[src/rtl/punc_debug_dumper_if.sv]
// Dump word stream from the PUnC debug dumper to its sink (UART, trace buffer).
// A word moves when dump_valid and dump_ready are both high on a clock edge.
interface punc_debug_dumper_if;
    logic        dump_valid;
    logic        dump_ready;
    logic [15:0] dump_data;
    logic [1:0]  dump_tag;
    logic [15:0] dump_addr;
    logic        dump_last;

    modport master (
        output dump_valid,
        output dump_data,
        output dump_tag,
        output dump_addr,
        output dump_last,
        input  dump_ready
    );

    modport slave (
        input  dump_valid,
        input  dump_data,
        input  dump_tag,
        input  dump_addr,
        input  dump_last,
        output dump_ready
    );
endinterface

[src/rtl/punc_debug_dumper.sv]
// Host-side reader for the PUnC debug port. One start pulse snapshots PC,
// R0..R7 and a memory window [mem_base, mem_base+mem_count) and streams the
// words, one at a time, on the dump interface.
module punc_debug_dumper #(
    parameter int unsigned RD_LATENCY = 0
) (
    input  logic                       clk,
    input  logic                       rst,
    input  logic                       start,
    input  logic [15:0]                mem_base,
    input  logic [15:0]                mem_count,
    output logic [15:0]                mem_debug_addr,
    output logic [2:0]                 rf_debug_addr,
    input  logic [15:0]                mem_debug_data,
    input  logic [15:0]                rf_debug_data,
    input  logic [15:0]                pc_debug_data,
    punc_debug_dumper_if.master        dump,
    output logic                       busy,
    output logic                       done
);

    localparam logic [1:0] LAT      = 2'(RD_LATENCY);
    localparam logic [3:0] ELEM_PC  = 4'd0;
    localparam logic [3:0] ELEM_R7  = 4'd8;
    localparam logic [3:0] ELEM_MEM = 4'd9;

    localparam logic [1:0] TAG_PC  = 2'b00;
    localparam logic [1:0] TAG_RF  = 2'b01;
    localparam logic [1:0] TAG_MEM = 2'b10;

    typedef enum logic [1:0] {
        S_IDLE,
        S_SETUP,
        S_HOLD,
        S_DONE
    } state_t;

    state_t      state;
    state_t      state_next;

    // Element index: 0 = PC, 1..8 = R0..R7, 9 = memory window (walked by mem_idx)
    logic [3:0]  reg_idx;
    logic [15:0] mem_idx;
    logic [1:0]  wait_cnt;
    logic [15:0] base_q;
    logic [15:0] count_q;

    logic [15:0] data_q;
    logic [1:0]  tag_q;
    logic [15:0] addr_q;
    logic        last_q;
    logic        valid_c;

    logic        setup_done;
    logic        transfer;
    logic        elem_last;

    assign setup_done = (state == S_SETUP) && (wait_cnt == LAT);
    assign transfer   = (state == S_HOLD) && dump.dump_ready;
    assign elem_last  = (reg_idx == ELEM_MEM) ? (mem_idx == count_q - 16'd1)
                                              : ((reg_idx == ELEM_R7) && (count_q == '0));

    assign dump.dump_valid = valid_c;
    assign dump.dump_data  = data_q;
    assign dump.dump_tag   = tag_q;
    assign dump.dump_addr  = addr_q;
    assign dump.dump_last  = last_q;

    // State register
    always_ff @(posedge clk) begin
        if (rst) begin
            state <= S_IDLE;
        end else begin
            state <= state_next;
        end
    end

    // Next-state and status outputs
    always_comb begin
        state_next = state;
        valid_c    = 1'b0;
        busy       = 1'b0;
        done       = 1'b0;
        case (state)
            S_IDLE: begin
                if (start) begin
                    state_next = S_SETUP;
                end
            end
            S_SETUP: begin
                busy = 1'b1;
                if (wait_cnt == LAT) begin
                    state_next = S_HOLD;
                end
            end
            S_HOLD: begin
                busy    = 1'b1;
                valid_c = 1'b1;
                if (dump.dump_ready) begin
                    state_next = last_q ? S_DONE : S_SETUP;
                end
            end
            S_DONE: begin
                done       = 1'b1;
                state_next = S_IDLE;
            end
            default: state_next = S_IDLE;
        endcase
    end

    // Element sequencing, debug address drive and word capture
    always_ff @(posedge clk) begin
        if (rst) begin
            base_q         <= '0;
            count_q        <= '0;
            reg_idx        <= '0;
            mem_idx        <= '0;
            wait_cnt       <= '0;
            mem_debug_addr <= '0;
            rf_debug_addr  <= '0;
            data_q         <= '0;
            tag_q          <= '0;
            addr_q         <= '0;
            last_q         <= 1'b0;
        end else begin
            case (state)
                S_IDLE: begin
                    if (start) begin
                        base_q   <= mem_base;
                        count_q  <= mem_count;
                        reg_idx  <= ELEM_PC;
                        mem_idx  <= '0;
                        wait_cnt <= '0;
                    end
                end
                S_SETUP: begin
                    if (setup_done) begin
                        wait_cnt <= '0;
                        last_q   <= elem_last;
                        if (reg_idx == ELEM_PC) begin
                            data_q <= pc_debug_data;
                            tag_q  <= TAG_PC;
                            addr_q <= '0;
                        end else if (reg_idx == ELEM_MEM) begin
                            data_q <= mem_debug_data;
                            tag_q  <= TAG_MEM;
                            addr_q <= mem_debug_addr;
                        end else begin
                            data_q <= rf_debug_data;
                            tag_q  <= TAG_RF;
                            addr_q <= {13'd0, rf_debug_addr};
                        end
                    end else begin
                        wait_cnt <= wait_cnt + 2'd1;
                    end
                end
                S_HOLD: begin
                    // Addresses for the next element are launched on the
                    // transfer edge so they are fresh on the first SETUP cycle.
                    if (transfer && !last_q) begin
                        if (reg_idx < ELEM_R7) begin
                            reg_idx       <= reg_idx + 4'd1;
                            rf_debug_addr <= reg_idx[2:0];
                        end else if (reg_idx == ELEM_R7) begin
                            reg_idx        <= ELEM_MEM;
                            mem_debug_addr <= base_q;
                        end else begin
                            mem_idx        <= mem_idx + 16'd1;
                            mem_debug_addr <= base_q + mem_idx + 16'd1;
                        end
                    end
                end
                default: begin
                end
            endcase
        end
    end

endmodule

[src/flat_wrapper.sv]
// flat-port wrapper written by rule: the top's interface ports become plain ports
module punc_debug_dumper_flat 
#(
    parameter int unsigned RD_LATENCY = 0
)
  (clk, rst, start, mem_base, mem_count, mem_debug_addr, rf_debug_addr, mem_debug_data, rf_debug_data, pc_debug_data, busy, done, dump_dump_valid, dump_dump_data, dump_dump_tag, dump_dump_addr, dump_dump_last, dump_dump_ready);
  punc_debug_dumper_if dump_i ();
  input  logic clk;
  input  logic rst;
  input  logic start;
  input  logic [15:0] mem_base;
  input  logic [15:0] mem_count;
  output logic [15:0] mem_debug_addr;
  output logic [2:0] rf_debug_addr;
  input  logic [15:0] mem_debug_data;
  input  logic [15:0] rf_debug_data;
  input  logic [15:0] pc_debug_data;
  output logic busy;
  output logic done;
  output wire logic [$bits(dump_i.dump_valid)-1:0] dump_dump_valid;
  output wire logic [$bits(dump_i.dump_data)-1:0] dump_dump_data;
  output wire logic [$bits(dump_i.dump_tag)-1:0] dump_dump_tag;
  output wire logic [$bits(dump_i.dump_addr)-1:0] dump_dump_addr;
  output wire logic [$bits(dump_i.dump_last)-1:0] dump_dump_last;
  input wire logic [$bits(dump_i.dump_ready)-1:0] dump_dump_ready;
  assign dump_dump_valid = dump_i.dump_valid;
  assign dump_dump_data = dump_i.dump_data;
  assign dump_dump_tag = dump_i.dump_tag;
  assign dump_dump_addr = dump_i.dump_addr;
  assign dump_dump_last = dump_i.dump_last;
  assign dump_i.dump_ready = dump_dump_ready;
  punc_debug_dumper #(.RD_LATENCY(RD_LATENCY)) u_core (.clk(clk), .rst(rst), .start(start), .mem_base(mem_base), .mem_count(mem_count), .mem_debug_addr(mem_debug_addr), .rf_debug_addr(rf_debug_addr), .mem_debug_data(mem_debug_data), .rf_debug_data(rf_debug_data), .pc_debug_data(pc_debug_data), .dump(dump_i), .busy(busy), .done(done));
endmodule
[config.mk]
export PLATFORM = sky130hd
export DESIGN_NAME = punc_debug_dumper_flat
export DESIGN_NICKNAME = d
export VERILOG_FILES = /design/src/rtl/punc_debug_dumper_if.sv /design/src/rtl/punc_debug_dumper.sv /design/src/flat_wrapper.sv
export SDC_FILE = /design/constraint.sdc
export NUM_CORES = 1
export LEC_CHECK = 0
export CORE_MARGIN = 5
export CORE_UTILIZATION = 45
export DETAILED_ROUTE_END_ITERATION = 12
export HOLD_SLACK_MARGIN = 0.12
export MAX_ROUTING_LAYER = met4
export PLACE_DENSITY = 0.73
export REMOVE_ABC_BUFFERS = 1
export SETUP_SLACK_MARGIN = 0.1
export SYNTH_ARGS = -nofsm -noshare
export SYNTH_HDL_FRONTEND = slang
export SYNTH_SLANG_ARGS = --single-unit
export TNS_END_PERCENT = 5
[constraint.sdc]
create_clock -name clk -period 3.3 [get_ports clk]
set_input_delay 0.66 -clock clk [delete_from_list [all_inputs] [get_ports clk]]
set_output_delay 0.66 -clock clk [all_outputs]
set_load 0.02 [all_outputs]
==> flow_summary_export.csv <==
group,metric,value,unit
sta,worst_slew_pin_slew,0.947,ns
clocking,path_clk_slew,0.07,ns
global_route,grt_pass1_wl,27000,um
hold_path,hp-start,"u_core.dump.dump_addr[10]",
clocking,cts-root-buf,"clkbuf_16",
sta,hold_viol,0,
synth,async_flop_share,0,%
synth,yosys_register_bits,110,
synth,ys_warn_count,0,
clocking,cts_tree,"done",
die,die_y,125,um
clocking,postCtsHoldBufs,0,
final_layout,n_fill_cell,1198,
sta,fin_crit,2.61,ns
route,antenna_left,0,
setup_path,crit_arrival,1.95,ns
setup_path,cp_data_required_time,2.64,ns
placement,placed_cells,1048,
route,initialDrtViolationCount,380,
synth,synthCells,762,
die,die_area,0.0156,mm2
pwr,p_total,3.71,mW
setup_path,rrSetupSlack,0.69,ns
synth,syn-cell-area,0.00594,mm2
pwr,powerDensity,475,mW/mm2
pwr,max-vdd-ir-drop,0.000228,V
route,post_drt_via_cell_ratio,5.37,
run,maxCapViolCount,0,
setup_path,regToRegEndpoint,"u_core.mem_debug_addr[14]",
clocking,clock_latency,0.36,ns
sta,finClkSkew,0.0104,ns
global_route,grt_max_degree,44,
synth,ys.flop_type,"dfxtp_1",
sta,setup_tns,0,ns
pwr,p_leak,2.92,nW
sta,rsz0062_at_grt,"false",
setup_path,worstSetupPathType,"reg -> out",
sta,finalSetupViolCount,0,
route,wl_per_cell,15.6,um
synth,yosysUniqueCellTypes,60,
die,die_w,125,um
setup_path,r2r_cells,10,
clocking,post_cts_buffers,0,
global_route,grt-ovfl-total,0,
clocking,ctsHtreeMaxLevel,3,
route,drc,0,
clocking,cts_buffer_depth,2,
run_status,status,"finished clean",
synth,synth_area_per_cell,7.80,um2
setup_path,crit_family,"buffers and inverters",
final_layout,layout_common_cells,"nand2_1, clkdlybuf4s50_1, dfxtp_1",
die,start_util,45.4,%
final_layout,final_common_cell,"nand2_1",
synth,ys_seq_area_share,37.0,%
setup_path,start_kind,"register",
global_route,grt_pass1_vias,5357,
setup_path,worstPathMaxFanout,14,
placement,dp.final_hpwl,12100,um
global_route,antenna_found_initial,0,
die,core_area,0.0131,mm2
global_route,grt_util_all_layers,21.3,%
setup_path,crit_buf_inv,2,
hold_path,min_delay_path_depth,2,
final_layout,area_delta_synth_final,31.5,%
route,wl,16600,um
die,io_pins,141,
sta,maxSlewViolCount,0,
setup_path,slowest_stage,"clkdlybuf4s50_1",
hold_path,holdCritPathClass,"reg -> reg",
setup_path,cp_cell_sequence,"inv_1 -> ha_1 -> clkdlybuf4s50_1",
final_layout,drive_above_1_share,4.74,%
clocking,cts_buffers,9,
sta,finalCritPeriodShare,79.2,%
die,num_rows,42,
placement,port_buffers,140,
synth,synth_edf_count,0,
final_layout,num-nets-final,993,
sta,relSlewSlack,36.7,%
clocking,ctsResizeCount,0,
route,vias,5708,
setup_path,crit_path_max_incr_delay,0.71,ns
final_layout,instances_no_fill,1063,
setup_path,endpoint_kind,"output pin",
sta,fin_hold_ws,0.449,ns
final_layout,diodes,0,
setup_path,rr_startpoint,"u_core.mem_idx[0]",
route,dr.pass1.iters,5,
clocking,cts.sinks,110,
placement,finalWeightedCongestion,0.855,
sta,fmax,383,MHz
hold_path,worstHoldEndpoint,"u_core.dump.dump_addr[10]",
## registers in the layout, indices dropped and copies added, names as in the netlist
| register | count |
|---|---|
| u_core.wait_cnt | 2 |
| u_core.dump.dump_last | 1 |
| u_core.mem_idx | 16 |
| u_core.dump.dump_data | 16 |
| u_core.state | 2 |
| u_core.reg_idx | 4 |
| u_core.dump.dump_tag | 2 |
| u_core.mem_debug_addr | 16 |
| u_core.count_q | 16 |
| u_core.base_q | 16 |
| u_core.dump.dump_addr | 16 |
| u_core.rf_debug_addr | 3 |
## worst max-delay path by stage
stage / from / endpoint / cells past startpoint
floorplan: u_core.reg_idx[0] / u_core.dump.dump_last / 7
global placement: dump_dump_ready / u_core.mem_idx[10] / 6
detailed placement: dump_dump_ready / u_core.mem_idx[10] / 6
CTS: u_core.state[0] / dump_dump_valid / 3
global route: u_core.mem_idx[0] / u_core.mem_debug_addr[14] / 10
finish: u_core.state[0] / dump_dump_valid / 3
## power by group
| part | total (mW) | internal [mW] | switching, mW |
|---|---|---|---|
| Combinational | 1.01 | 0.438 | 0.574 |
| Sequential | 1.51 | 1.42 | 0.0822 |
| Clock | 1.19 | 0.703 | 0.489 |
| Total | 3.71 | 2.57 | 1.15 |
## per-layer routing
metal	GRT usage, %	vias to the layer above	wire (um)
li1	-	2921	-
met1	28.2	2619	7970
met2	33.8	153	7520
met3	3.50	15	904
met4	6.25	0	212
met5	-	-	0
## final cells by class
| class | instances | area, um2 | area share [%] |
|---|---|---|---|
| multi-input combinational | 583 | 3470 | 44.4 |
| tap | 176 | 220 | 2.82 |
| clock buffer | 12 | 256 | 3.28 |
| timing repair buffer | 156 | 1520 | 19.4 |
| inverter | 23 | 86.3 | 1.10 |
| clock inverter | 3 | 67.6 | 0.864 |
| sequential | 110 | 2200 | 28.2 |
## worst reg2reg max path: stages (launching register included)
cell       delay (ns)
dfxtp_1          0.37
inv_1            0.08
ha_1             0.16
inv_1            0.06
fa_1             0.39
a21o_1           0.20
a211oi_1         0.38
o21ai_0          0.16
a31oi_1          0.22
xor2_1           0.09
a2111oi_0        0.39
## Yosys cell counts, types with 6 or more instances
library cell	n	share of area, %
nor2_1	56	3.5
nand2_1	143	9.0
nand2b_1	7	0.74
a211oi_1	10	1.3
ha_1	25	5.3
dfxtp_1	110	37
and3_1	6	0.63
o21ai_0	36	3.0
inv_1	23	1.5
nand3_1	23	1.9
a311oi_1	7	1.0
a221oi_1	17	2.5
xnor2_1	20	2.9
a21o_1	6	0.76
a21oi_1	90	7.6
clkbuf_1	42	2.7
nor3_1	18	1.5
a31oi_1	6	0.63
nand4_1	8	0.84
mux2i_1	8	1.3
xor2_1	21	3.1
## kinds of logic (layout without fill, tap and decap cells)
group / after synthesis / in the layout / share of synthesized area, %
compound gates: 208 / 208 / 21.8
flops: 110 / 110 / 37.0
simple gates: 298 / 298 / 23.0
mux: 9 / 9 / 1.54
buf+inv: 69 / 194 / 4.61
xor+xnor: 42 / 42 / 6.42
fa+ha+maj: 26 / 26 / 5.60
## metrics by stage
stage,util (%),area [um2],setup slack [ns]
after global placement,57.3,7490,0.490
after global routing,59.7,7820,0.526
after CTS,59.7,7820,0.688
after detailed placement,57.3,7490,0.472
after floorplan,-,5760,0.636
final,59.7,7820,0.686
Note: power is estimated with default switching activity, not from simulation.
